$ cat src/rtl/apb_wb_bridge_mc.sv
// APB slave to multi-channel Wishbone-classic master bridge.
// The APB window at BASE is split into N_CH sub-windows of 2^WIN_AW bytes.
// Each APB access becomes one single-beat Wishbone cycle on the selected channel.
// Wishbone errors, bus timeouts and out-of-range decodes are reported on pslverr.
// Every error completion is counted in a saturating 8-bit counter.
module apb_wb_bridge_mc #(
  parameter logic [15:0] BASE       = 16'h8000,
  parameter int          N_CH       = 2,
  parameter int          WIN_AW     = 8,
  parameter int          W_DATA     = 32,
  parameter logic [15:0] WB_ADDR_UH = 16'h4000,
  parameter int          TIMEOUT    = 255,
  localparam int         W_STRB     = W_DATA / 8
) (
  input  logic                     clk,
  input  logic                     rst_n,
  input  logic                     psel,
  input  logic                     penable,
  input  logic                     pwrite,
  input  logic [15:0]              paddr,
  input  logic [W_DATA-1:0]        pwdata,
  input  logic [W_STRB-1:0]        pstrb,
  output logic [W_DATA-1:0]        prdata,
  output logic                     pready,
  output logic                     pslverr,
  output logic [31:0]              wb_adr_o,
  output logic [W_DATA-1:0]        wb_dat_o,
  output logic [W_STRB-1:0]        wb_sel_o,
  output logic                     wb_we_o,
  output logic [N_CH-1:0]          wb_cyc_o,
  output logic [N_CH-1:0]          wb_stb_o,
  input  logic [N_CH*W_DATA-1:0]   wb_dat_i,
  input  logic [N_CH-1:0]          wb_ack_i,
  input  logic [N_CH-1:0]          wb_err_i,
  output logic [7:0]               err_cnt
);

  localparam int          CHW      = (N_CH > 1) ? $clog2(N_CH) : 1;
  localparam int          CW       = $clog2(TIMEOUT + 1);
  localparam logic [15:0] WIN_MASK = 16'((33'd1 << WIN_AW) - 33'd1);

  typedef enum logic [1:0] {
    ST_IDLE = 2'd0,
    ST_WAIT = 2'd1,
    ST_DONE = 2'd2
  } state_t;

  state_t            state;
  state_t            next_state;

  logic [15:0]       off;
  logic [15:0]       ch_full;
  logic [15:0]       adr_lo;
  logic [CHW-1:0]    ch_dec;
  logic [CHW-1:0]    ch_q;
  logic [N_CH-1:0]   ch_onehot;
  logic              dec_valid;

  logic              sel_ack;
  logic              sel_err;
  logic [W_DATA-1:0] sel_rdata;

  logic [CW-1:0]     tmo_cnt;
  logic              tmo_hit;
  logic              trigger;

  logic              issue;
  logic              dec_err;
  logic              wb_ok;
  logic              wb_fail;
  logic              err_event;

  // The !pready term keeps the completion cycle from launching a second access.
  assign trigger = psel && penable && !pready;
  assign tmo_hit = (tmo_cnt == CW'(TIMEOUT - 1));

  // Address decode: window offset, channel index and range check.
  always_comb begin
    off       = paddr - BASE;
    ch_full   = off >> WIN_AW;
    dec_valid = (paddr >= BASE) && (ch_full < 16'(N_CH));
    ch_dec    = ch_full[CHW-1:0];
    adr_lo    = off & WIN_MASK;
    ch_onehot = '0;
    for (int c = 0; c < N_CH; c++) begin
      ch_onehot[c] = (ch_dec == CHW'(c));
    end
  end

  // Pick ack/err/data of the latched channel only; other channels are ignored.
  always_comb begin
    sel_ack   = 1'b0;
    sel_err   = 1'b0;
    sel_rdata = '0;
    for (int c = 0; c < N_CH; c++) begin
      if (ch_q == CHW'(c)) begin
        sel_ack   = wb_ack_i[c];
        sel_err   = wb_err_i[c];
        sel_rdata = wb_dat_i[c*W_DATA +: W_DATA];
      end
    end
  end

  // State register.
  always_ff @(posedge clk or negedge rst_n) begin
    if (!rst_n) begin
      state <= ST_IDLE;
    end else begin
      state <= next_state;
    end
  end

  // Next-state logic and the one-cycle event strobes that drive the datapath.
  always_comb begin
    next_state = state;
    issue      = 1'b0;
    dec_err    = 1'b0;
    wb_ok      = 1'b0;
    wb_fail    = 1'b0;
    case (state)
      ST_IDLE: begin
        if (trigger) begin
          if (dec_valid) begin
            issue      = 1'b1;
            next_state = ST_WAIT;
          end else begin
            dec_err    = 1'b1;
            next_state = ST_DONE;
          end
        end
      end
      ST_WAIT: begin
        // err beats a simultaneous ack; timeout only fires when nothing answered.
        if (sel_err || (tmo_hit && !sel_ack)) begin
          wb_fail    = 1'b1;
          next_state = ST_DONE;
        end else if (sel_ack) begin
          wb_ok      = 1'b1;
          next_state = ST_DONE;
        end
      end
      ST_DONE: begin
        next_state = ST_IDLE;
      end
      default: begin
        next_state = ST_IDLE;
      end
    endcase
    err_event = dec_err || wb_fail;
  end

  // Timeout counter: cleared when a cycle is issued, counts silent WAIT cycles.
  always_ff @(posedge clk or negedge rst_n) begin
    if (!rst_n) begin
      tmo_cnt <= '0;
    end else if (issue) begin
      tmo_cnt <= '0;
    end else if ((state == ST_WAIT) && !wb_ok && !wb_fail) begin
      tmo_cnt <= tmo_cnt + CW'(1);
    end
  end

  // Wishbone master side: launch on issue, drop cyc/stb on any completion.
  always_ff @(posedge clk or negedge rst_n) begin
    if (!rst_n) begin
      ch_q     <= '0;
      wb_adr_o <= '0;
      wb_dat_o <= '0;
      wb_sel_o <= '0;
      wb_we_o  <= 1'b0;
      wb_cyc_o <= '0;
      wb_stb_o <= '0;
    end else if (issue) begin
      ch_q     <= ch_dec;
      wb_adr_o <= {WB_ADDR_UH, adr_lo};
      wb_dat_o <= pwdata;
      wb_sel_o <= pwrite ? pstrb : '1;
      wb_we_o  <= pwrite;
      wb_cyc_o <= ch_onehot;
      wb_stb_o <= ch_onehot;
    end else if (wb_ok || wb_fail) begin
      wb_cyc_o <= '0;
      wb_stb_o <= '0;
    end
  end

  // APB completion: pready/pslverr pulse for one cycle, prdata holds until the next completion.
  always_ff @(posedge clk or negedge rst_n) begin
    if (!rst_n) begin
      pready  <= 1'b0;
      pslverr <= 1'b0;
      prdata  <= '0;
    end else if (dec_err || wb_fail) begin
      pready  <= 1'b1;
      pslverr <= 1'b1;
      prdata  <= '0;
    end else if (wb_ok) begin
      pready  <= 1'b1;
      pslverr <= 1'b0;
      if (!wb_we_o) begin
        prdata <= sel_rdata;
      end
    end else if (state == ST_DONE) begin
      pready  <= 1'b0;
      pslverr <= 1'b0;
    end
  end

  // Saturating count of completions reported with pslverr.
  always_ff @(posedge clk or negedge rst_n) begin
    if (!rst_n) begin
      err_cnt <= 8'd0;
    end else if (err_event && (err_cnt != 8'hFF)) begin
      err_cnt <= err_cnt + 8'd1;
    end
  end

endmodule
$ cat config.mk
export PLATFORM = sky130hd
export DESIGN_NAME = apb_wb_bridge_mc
export DESIGN_NICKNAME = d
export VERILOG_FILES = /design/src/rtl/apb_wb_bridge_mc.sv
export SDC_FILE = /design/constraint.sdc
export NUM_CORES = 1
export LEC_CHECK = 0
export BUFFER_PORTS_ARGS = -buffer_cell sky130_fd_sc_hd__buf_4
export CELL_PAD_IN_SITES_DETAIL_PLACEMENT = 0
export CELL_PAD_IN_SITES_GLOBAL_PLACEMENT = 1
export CORE_MARGIN = 8
export CORE_UTILIZATION = 32
export DETAILED_ROUTE_END_ITERATION = 12
export PLACE_DENSITY = 0.85
export SETUP_SLACK_MARGIN = 0.1
export SYNTH_ARGS = -nofsm -noshare
export SYNTH_HDL_FRONTEND = slang
export SYNTH_SLANG_ARGS = --single-unit
export TNS_END_PERCENT = 5
$ cat constraint.sdc
create_clock -name clk -period 2.02 [get_ports clk]
set_clock_uncertainty 0.1 [all_clocks]
set_input_delay 0.101 -clock clk [delete_from_list [all_inputs] [get_ports clk]]
set_output_delay 0.101 -clock clk [all_outputs]
set_load 0.01 [all_outputs]
==> results of run 1 <==
per-stage QoR:
step	instances	TNS, ns
finish	927	0
CTS	919	0
global placement	787	0
floorplan	416	0
global route	927	-0.00388
detailed placement	787	-0.0970
flip-flops by register name, summed over array words and instances, names as in the netlist, 2 cells and up:
register	count
wb_adr_o	9
err_cnt	8
wb_dat_o	32
wb_sel_o	4
prdata	32
tmo_cnt	8
state	2
wb_stb_o	2
critical path: cells and delay by family, from the launching register on:
| family | cells | cell delay, ns |
|---|---|---|
| buf+inv | 2 | 0.34 |
| flops | 1 | 0.41 |
| compound gates | 2 | 0.38 |
| fa+ha+maj | 1 | 0.17 |
| simple gates | 3 | 0.46 |
cells in the final DEF, fill, tap and decap left out, types with 3 or more instances in the layout:
| master | n |
|---|---|
| clkbuf_16 | 13 |
| mux2_1 | 11 |
| o22ai_4 | 8 |
| xnor2_1 | 5 |
| nand3_1 | 8 |
| dfrtp_1 | 100 |
| inv_1 | 6 |
| nor4_2 | 3 |
| conb_1 | 23 |
| buf_12 | 7 |
| nor2_1 | 9 |
| buf_4 | 228 |
| mux2_4 | 5 |
| mux2_2 | 29 |
| o22ai_2 | 24 |
| mux2i_1 | 33 |
| dlygate4sd3_1 | 111 |
| nand2_1 | 51 |
| a31oi_1 | 4 |
| nand2b_1 | 5 |
cell type report:
class                           count  area, sq um
Sequential cell                   101         2530
Fill cell                        1195         6650
Inverter                            7         26.3
Clock buffer                       12          246
Tap cell                          188          235
Timing Repair Buffer              352         3090
Antenna cell                        2         5.00
Clock inverter                      4         72.6
Multi-Input combinational cell    261         2240
cell usage after synthesis, types with 2 or more instances:
master      n
nand2_1    51
nor2b_1     2
a21boi_0    2
a31oi_1     4
ha_1        3
a21oi_2     3
o22ai_2    30
nor4_1      4
o21ai_0     2
mux2i_1    34
o22ai_1     3
mux2_1     12
and2_1      3
mux2_2     29
buf_6       8
nor2_1      9
inv_1       7
clkbuf_1    3
nand2b_1    5
mux2_4      4
and3_1      2
dfrtp_1   101
xor2_1      2
nand3_1     9
xnor2_1     5
buf_4      29
buf_2       7
o22a_1      2
where the power goes:
| part | total [mW] | switching (mW) | internal, mW |
|---|---|---|---|
| Combinational | 1.19 | 0.502 | 0.684 |
| Clock | 1.88 | 0.756 | 1.12 |
| Sequential | 2.23 | 0.0973 | 2.13 |
| Total | 5.29 | 1.36 | 3.94 |
worst paths after layout:
path,start,endpoint,slack (ns),depth (start not counted)
worst max-delay path,tmo_cnt[1],prdata[3],0.08,8
worst min-delay path,wb_err_i[0],tmo_cnt[2],0.11,4
worst max register to register,tmo_cnt[1],prdata[3],0.08,8
worst min register to register,wb_adr_o[30],wb_adr_o[30],0.38,1
max in group asynchronous,rst_n,wb_dat_o[29],0.99,3
min in group asynchronous,rst_n,err_cnt[1],0.17,2
routing by layer:
layer	up-vias	wire [microns]
met4	0	694
li1	2017	-
met2	147	8910
met5	-	0
met3	47	723
met1	2051	5940
cell families (layout without fill, tap and decap cells):
logic type	count (synthesis)	count (layout)	synth area share (%)
fa+ha+maj	3	3	0.764
flops	101	101	51.4
mux	80	80	17.8
compound gates	52	52	11.2
xor+xnor	7	7	1.25
buf+inv	54	375	7.74
simple gates	96	96	9.75
other cells	1	25	0.0763
timing repair:
action                     CTS  global route
hold buffers               111             0
cloned                       0             5
setup endpoints to repair   83            52
pin swaps                    1            26
buffers inserted             5             1
hold endpoints to repair   112             0
resized for setup            3            24
==> metrics.yaml, run 1 <==
global_routing:
  grt_usage_pct: 15.8
  grt_pass1_vias: 4774
  antenna_found_initial: 2
  grt_pass1_wl_mm: 24.6
  gr-usage-met1_pct: 15.7
  grt.busiest_layer: "met2"
  grt_max_degree: 65
  use_met3_pct: 4.04
  grt-ovfl-total: 0
  use_met2_pct: 29.7
die:
  dieArea_sq_um: 19600
  fp-row-count: 45
  fp.dieH_microns: 140
  pin_count: 240
  coreArea_sq_um: 15100
  initial_core_util_pct: 32.6
  die_width_microns: 140
sta:
  min_period_over_period_pct: 96.2
  tightest_slew_ns: 0.549
  finalSetupViolations: 0
  max_freq_mhz: 515
  holdWs_ns: 0.110
  max_slew_margin_pct: 63.4
  period_needed_ns: 1.94
  slew_viol_final: 0
  final_hold_viol_count: 0
  grt_setup_unrepaired: "true"
  worst_slack_ns: 0.0776
synth:
  synthDominantCellAreaShare_pct: 51.4
  ys_types: 47
  synth-edff-count: 0
  syn-cell-area_sq_um: 4910
  yosysWarnings: 0
  synth_area_leaders: "dfrtp_1, o22ai_2, mux2i_1"
  syn_area_per_cell_sq_um: 12.5
  ys.flop_type: "dfrtp_1"
  yosysSeqAreaShare_pct: 51.4
  async_reset_ff_share_pct: 100
  ys_seq_elements: 101
  synth_cells: 394
  yosys.area.top_type: "dfrtp_1"
power_and_ir_drop:
  total_power_mw: 5.29
  peakVddDrop_v: 0.000447
  power_density_nw_per_um2: 627
  leakage_nw: 4.35
final_layout:
  postLayoutCellArea_sq_um: 8440
  fin_nets: 860
  syn_to_final_growth_pct: 71.8
  drive_gt1_share_pct: 46.7
  utilization_pct: 55.9
routing:
  vias: 4262
  drc: 0
  dr.pass1.iters: 4
  drtIter0Drc: 98
  wl_mm: 16.3
  ant_nets: 0
  vias_per_cell: 4.60
  drt-wirelength-per-cell_microns: 17.5
run_status:
  status: "completed"
flow_run:
  max_cap_violations: 0
hold_path:
  min_path_type: "input port to flip-flop"
worst_setup_path:
  critPathMaxStageDelay_ns: 0.41
  crit_fanout: 6
  crit_chain: "ha_4 > and4_1 > and2b_2 > a31oi_4 > buf_12 > nand2_8 > clkbuf_16 > o22ai_2"
  required_ns: 2.19
  startpoint_type: "flip-flop"
  end_kind: "flip-flop"
  crit_slowest_cell: "dfrtp_1"
  cp.arrival_ns: 2.11
  criticalPathCategory: "flip-flop to flip-flop"
place:
  place_area_sq_um: 6670
  io_buffers: 216
  routabilityCongestion: 0.819
  hpwl_mm: 10.7
  dp_slack_ns: -0.0212
clock_network:
  clk_path_buf_depth: 2
  cts_num_sinks: 101
  cts_tree: "built"
  worstSkewPairLatency_ns: 0.35
  cts.clk_slew.worst_paths_ns: 0.07
  root_buffer: "clkbuf_16"
  htree_levels: 3
  cts_buffers: 9
Power figures use the tool's default switching activity.
==> inputs of run 2 (changes only) <==
CORE_UTILIZATION = 38   (was 32)
PLACE_DENSITY = 0.94   (was 0.85)
clock period = 2.51 ns   (was 2.02 ns; I/O delays follow)
==> run 2 against run 1 <==
Power fell by 26%. Utilization grew 6.0 points. Critical path depth shrank 1. Combinational power decreased by 29%. Clock-buffer cell count is 1 lower. Die area decreased by 14%. Routed wire length decreased by 10%. Sequential power down 20%. Final cell count decreased by 5.3%. Non-clock buffer count decreased by 31. Largest power group unchanged. Worst hold slack worse by 0.10 ns. Highest routed layer unchanged.
==> metrics.yaml, run 2 (synthesis gave the netlist of run 1 again) <==
run_status:
  status: "completed"
clock_network:
  root_buffer: "clkbuf_16"
  clk_path_buf_depth: 2
  cts.clk_slew.worst_paths_ns: 0.07
  worstSkewPairLatency_ns: 0.34
  cts_num_sinks: 101
  cts_buffers: 9
  cts_tree: "built"
  htree_levels: 3
sta:
  fin_tns_setup_ns: 0
  period_needed_ns: 2.29
  min_period_over_period_pct: 91.1
  tightest_slew_ns: 0.638
  max_slew_margin_pct: 57.3
  slew_viol_final: 0
  finalSetupViolations: 0
  grt_setup_unrepaired: "false"
  final_hold_viol_count: 0
  holdWs_ns: 0.00929
  max_freq_mhz: 437
final_layout:
  syn_to_final_growth_pct: 59.0
  fill_cells: 987
  mostFrequentLayoutCell: "buf_4"
  postLayoutCellArea_sq_um: 7810
  final-instance-count-excl-fill: 878
  drive_gt1_share_pct: 44.3
  n_antenna_cell: 0
  top_regs: "prdata x32, wb_dat_o x32, wb_adr_o x9"
  fin_nets: 829
  layout_common_cells: "buf_4, dfrtp_1, dlygate4sd3_1, nand2_1, mux2i_1"
place:
  placed_cells: 763
  io_buffers: 216
  place_area_sq_um: 6540
  hpwl_mm: 10.1
  routabilityCongestion: 0.793
routing:
  drc: 0
  wl_mm: 14.6
  ant_nets: 0
  drt-wirelength-per-cell_microns: 16.7
  vias: 4125
  drtIter0Drc: 148
  vias_per_cell: 4.70
  dr.pass1.iters: 4
die:
  initial_core_util_pct: 38.9
  coreArea_sq_um: 12600
  dieArea_sq_um: 16800
  fp.dieH_microns: 130
  pin_count: 240
  fp-row-count: 41
  die_width_microns: 130
global_routing:
  grt_pass1_wl_mm: 22.7
  grt.busiest_layer: "met2"
  grt_usage_pct: 17.1
  grt-ovfl-total: 0
  use_met3_pct: 4.98
  gr-usage-met1_pct: 18.8
  grt_max_degree: 65
  use_met2_pct: 31.1
  grt_pass1_vias: 4444
  antenna_found_initial: 0
power_and_ir_drop:
  leakage_nw: 4.14
  peakVddDrop_v: 0.000249
  power_density_nw_per_um2: 499
  total_power_mw: 3.90
worst_setup_path:
  crit_fanout: 32
  criticalPathCategory: "flip-flop to flip-flop"
  required_ns: 2.66
  cp.arrival_ns: 2.44
  end_kind: "flip-flop"
  startpoint_type: "flip-flop"
flow_run:
  max_cap_violations: 0
hold_path:
  min_path_type: "input port to flip-flop"
[run 2: cell types whose count changed in the layout (fill, tap and decap cells not counted), moves of 3 or more]
cell | previous run | this run
dlygate4sd3_1 | 111 | 99
buf_4 | 228 | 220
o22ai_4 | 8 | 0
buf_12 | 7 | 1
o22ai_2 | 24 | 30
clkbuf_16 | 13 | 9
nor4_1 | 1 | 4
nor4_2 | 3 | 0
[run 2: final cells by class]
type                            count  area, sq um  area share (%)
Sequential cell                   101         2530            32.4
Multi-Input combinational cell    261         2100            26.9
Tap cell                          172          215            2.75
Inverter                            7         26.3           0.336
Clock buffer                       11          233            2.98
Clock inverter                      5         37.5           0.480
Timing Repair Buffer              321         2670            34.2
[run 2: stage by stage]
step / setup WS, ns / util [%]
after floorplan: 0.515 / -
after global placement: 0.249 / 51.8
after detailed placement: 0.148 / 51.8
after CTS: 0.127 / 61.7
after global routing: 0.104 / 61.9
final: 0.222 / 61.9
[run 2: layer usage]
| metal | up-vias | part of all wire (%) |
|---|---|---|
| met1 | 2010 | 38 |
| met3 | 15 | 7.4 |
| met2 | 150 | 53 |
| li1 | 1950 | - |
| met4 | 0 | 1.4 |
| met5 | - | 0 |
[run 2: where the power goes]
| group | switching (mW) | internal [mW] | total, mW |
|---|---|---|---|
| combinational | 0.362 | 0.482 | 0.844 |
| sequential | 0.0733 | 1.72 | 1.79 |
| clock | 0.592 | 0.675 | 1.27 |
| total | 1.03 | 2.87 | 3.90 |
[run 2: worst paths after layout]
path / start / end / slack, ns / cells after the start
max: tmo_cnt[0] / prdata[16] / 0.22 / 7
min: wb_dat_i[7] / prdata[7] / 0.009 / 3
max reg2reg: tmo_cnt[0] / prdata[16] / 0.22 / 7
min reg2reg: wb_adr_o[30] / wb_adr_o[30] / 0.38 / 1
max in group asynchronous: rst_n / wb_dat_o[26] / 1.35 / 3
min in group asynchronous: rst_n / wb_adr_o[1] / 0.22 / 2
[run 2: worst max-delay path, stage by stage, from the launching register on]
cell and delay [ns]:
dfrtp_1 0.41, inv_1 0.06, ha_1 0.20, and4_1 0.21, and2b_1 0.23, a31oi_4 0.41
nand2_8 0.30, o22ai_2 0.25
[run 2: what timing repair did]
item | 4_1_cts | 5_1_grt
hold endpoints to repair | 116 | 1
endpoints found under the setup margin | 0 | 32
gates resized for setup | 0 | 2
hold buffers | 98 | 1
buffers inserted | 0 | 0
==> inputs of run 3 (changes only) <==
GPL_TIMING_DRIVEN = 0   (was unset)
==> run 3 against run 2 <==
Die area stayed put. Final cell count rose by 6.2%. Global-route usage up 1.5 points. Largest cell class unchanged. Worst setup slack lost 0.028 ns. Highest routed layer unchanged. Utilization grew 3.6 points. First-iteration DRC count up 27%. Critical path depth shrank 2. Power rose by 5.8%. Non-clock buffer count is 53 higher. Clock-buffer cell count decreased by 2. Register-to-register slack worse by 0.03 ns. Largest power group unchanged. Clock power is 12% higher. Critical endpoint is now prdata[24].
==> metrics.yaml, run 3 (synthesis gave the netlist of run 1 again) <==
place:
  placed_cells: 804
  io_buffers: 216
  dp_slack_ns: 0.275
  hpwl_mm: 10.5
  routabilityCongestion: 0.775
clock_network:
  clk_path_buf_depth: 2
  post_cts_buffers: 0
  cts_tree: "built"
  cts.clk_slew.worst_paths_ns: 0.07
  htree_levels: 3
  root_buffer: "clkbuf_16"
  cts_buffers: 9
  worstSkewPairLatency_ns: 0.35
  cts_num_sinks: 101
sta:
  max_slew_margin_pct: 38.4
  worst_slack_ns: 0.195
  finalSetupViolations: 0
  period_needed_ns: 2.32
  slew_viol_final: 0
  tightest_slew_ns: 0.924
  max_freq_mhz: 432
  fin_tns_setup_ns: 0
  final_hold_viol_count: 0
  min_period_over_period_pct: 92.2
  grt_setup_unrepaired: "true"
die:
  coreArea_sq_um: 12600
  fp.dieH_microns: 130
  die_width_microns: 130
  dieArea_sq_um: 16800
  pin_count: 240
  initial_core_util_pct: 38.9
  fp-row-count: 41
global_routing:
  grt_pass1_vias: 4844
  grt_pass1_wl_mm: 24.7
  grt-ovfl-total: 0
  grt_max_degree: 102
  grt_usage_pct: 18.6
  antenna_found_initial: 0
power_and_ir_drop:
  power_density_nw_per_um2: 499
  total_power_mw: 4.12
  peakVddDrop_v: 0.000356
  leakage_nw: 4.40
worst_setup_path:
  crit_fanout: 10
  r2r_start: "ch_q"
  critPathCapture: "prdata[24]"
  required_ns: 2.63
  worst_r2r_endpoint: "prdata[24]"
  startpoint_type: "flip-flop"
  criticalPathCategory: "flip-flop to flip-flop"
  cp.arrival_ns: 2.43
  crit_chain: "buf_4 > clkbuf_1 > mux2i_1 > dlygate4sd3_1 > o22ai_2"
  rrSetupSlack_ns: 0.19
  cp-startpoint: "ch_q"
  end_kind: "flip-flop"
  cp_top_family: "buffers and inverters"
  crit_slowest_cell: "dlygate4sd3_1"
  cp.depth: 5
  rr_worst_depth: 5
  crit_buf_inv: 3
  critPathMaxStageDelay_ns: 0.61
routing:
  ant_nets: 0
  dr.pass1.iters: 5
  vias: 4374
  drc: 0
  wl_mm: 15.7
  vias_per_cell: 4.69
  drt-wirelength-per-cell_microns: 16.9
  drtIter0Drc: 188
final_layout:
  drive_gt1_share_pct: 46.4
  fin_nets: 882
  utilization_pct: 65.5
  fill_cells: 954
  top_regs: "prdata x32, wb_dat_o x32, wb_adr_o x9"
  layout_common_cells: "buf_4, dlygate4sd3_1, dfrtp_1, nand2_1, mux2i_1"
  final-instance-count-excl-fill: 932
  syn_to_final_growth_pct: 68.2
  mostFrequentLayoutCell: "buf_4"
hold_path:
  min_path_type: "input port to flip-flop"
flow_run:
  max_cap_violations: 0
run_status:
  status: "completed"
-- run 3: stage by stage --
stage	hold slack, ns	area, sq um
after floorplan	-0.270	5000
after global placement	0.244	6830
after detailed placement	0.248	6830
after CTS	0.00926	8240
after global routing	0.217	8260
final	0.189	8270
-- run 3: timing repair --
item / in CTS / in global routing
hold buffers: 110 / 1
hold endpoints to repair: 80 / 101
setup endpoints to repair: 0 / 3
gates resized for setup: 0 / 3
-- run 3: worst min path at each step --
| stage | from | to | cells past startpoint |
|---|---|---|---|
| after global routing | paddr[11] | wb_adr_o[0] | 4 |
| after floorplan | rst_n | ch_q | 0 |
| after CTS | rst_n | wb_adr_o[30] | 1 |
| after global placement | pwdata[18] | wb_dat_o[18] | 2 |
| final | paddr[11] | wb_adr_o[0] | 4 |
| after detailed placement | pwdata[8] | wb_dat_o[8] | 2 |
-- run 3: layout make-up --
type | instances | area [sq um] | area share, %
buffer | 47 | 355 | 4.30
tap | 172 | 215 | 2.60
inverter | 7 | 26.3 | 0.318
clock inverter | 7 | 82.6 | 0.999
antenna | 1 | 2.50 | 0.0303
multi-input combinational | 261 | 2090 | 25.3
sequential | 101 | 2530 | 30.6
clock buffer | 9 | 225 | 2.72
timing repair buffer | 327 | 2740 | 33.1
-- run 3: worst register-to-register path: cells and delay by family, from the launching register on --
kind | cells | cell delay (ns)
buf+inv | 3 | 1.38
mux | 1 | 0.29
flops | 1 | 0.33
compound gates | 1 | 0.08
-- run 3: layer usage --
metal / track usage [%] / part of all wire, %
met2: 33.1 / 52
met4: 8.20 / 3.0
met1: 20.1 / 38
met3: 5.59 / 7.5
met5: 0 / 0
-- run 3: power by group --
group / internal, mW / switching (mW) / total (mW)
clock: 0.787 / 0.638 / 1.42
sequential: 1.72 / 0.0724 / 1.79
combinational: 0.539 / 0.374 / 0.912
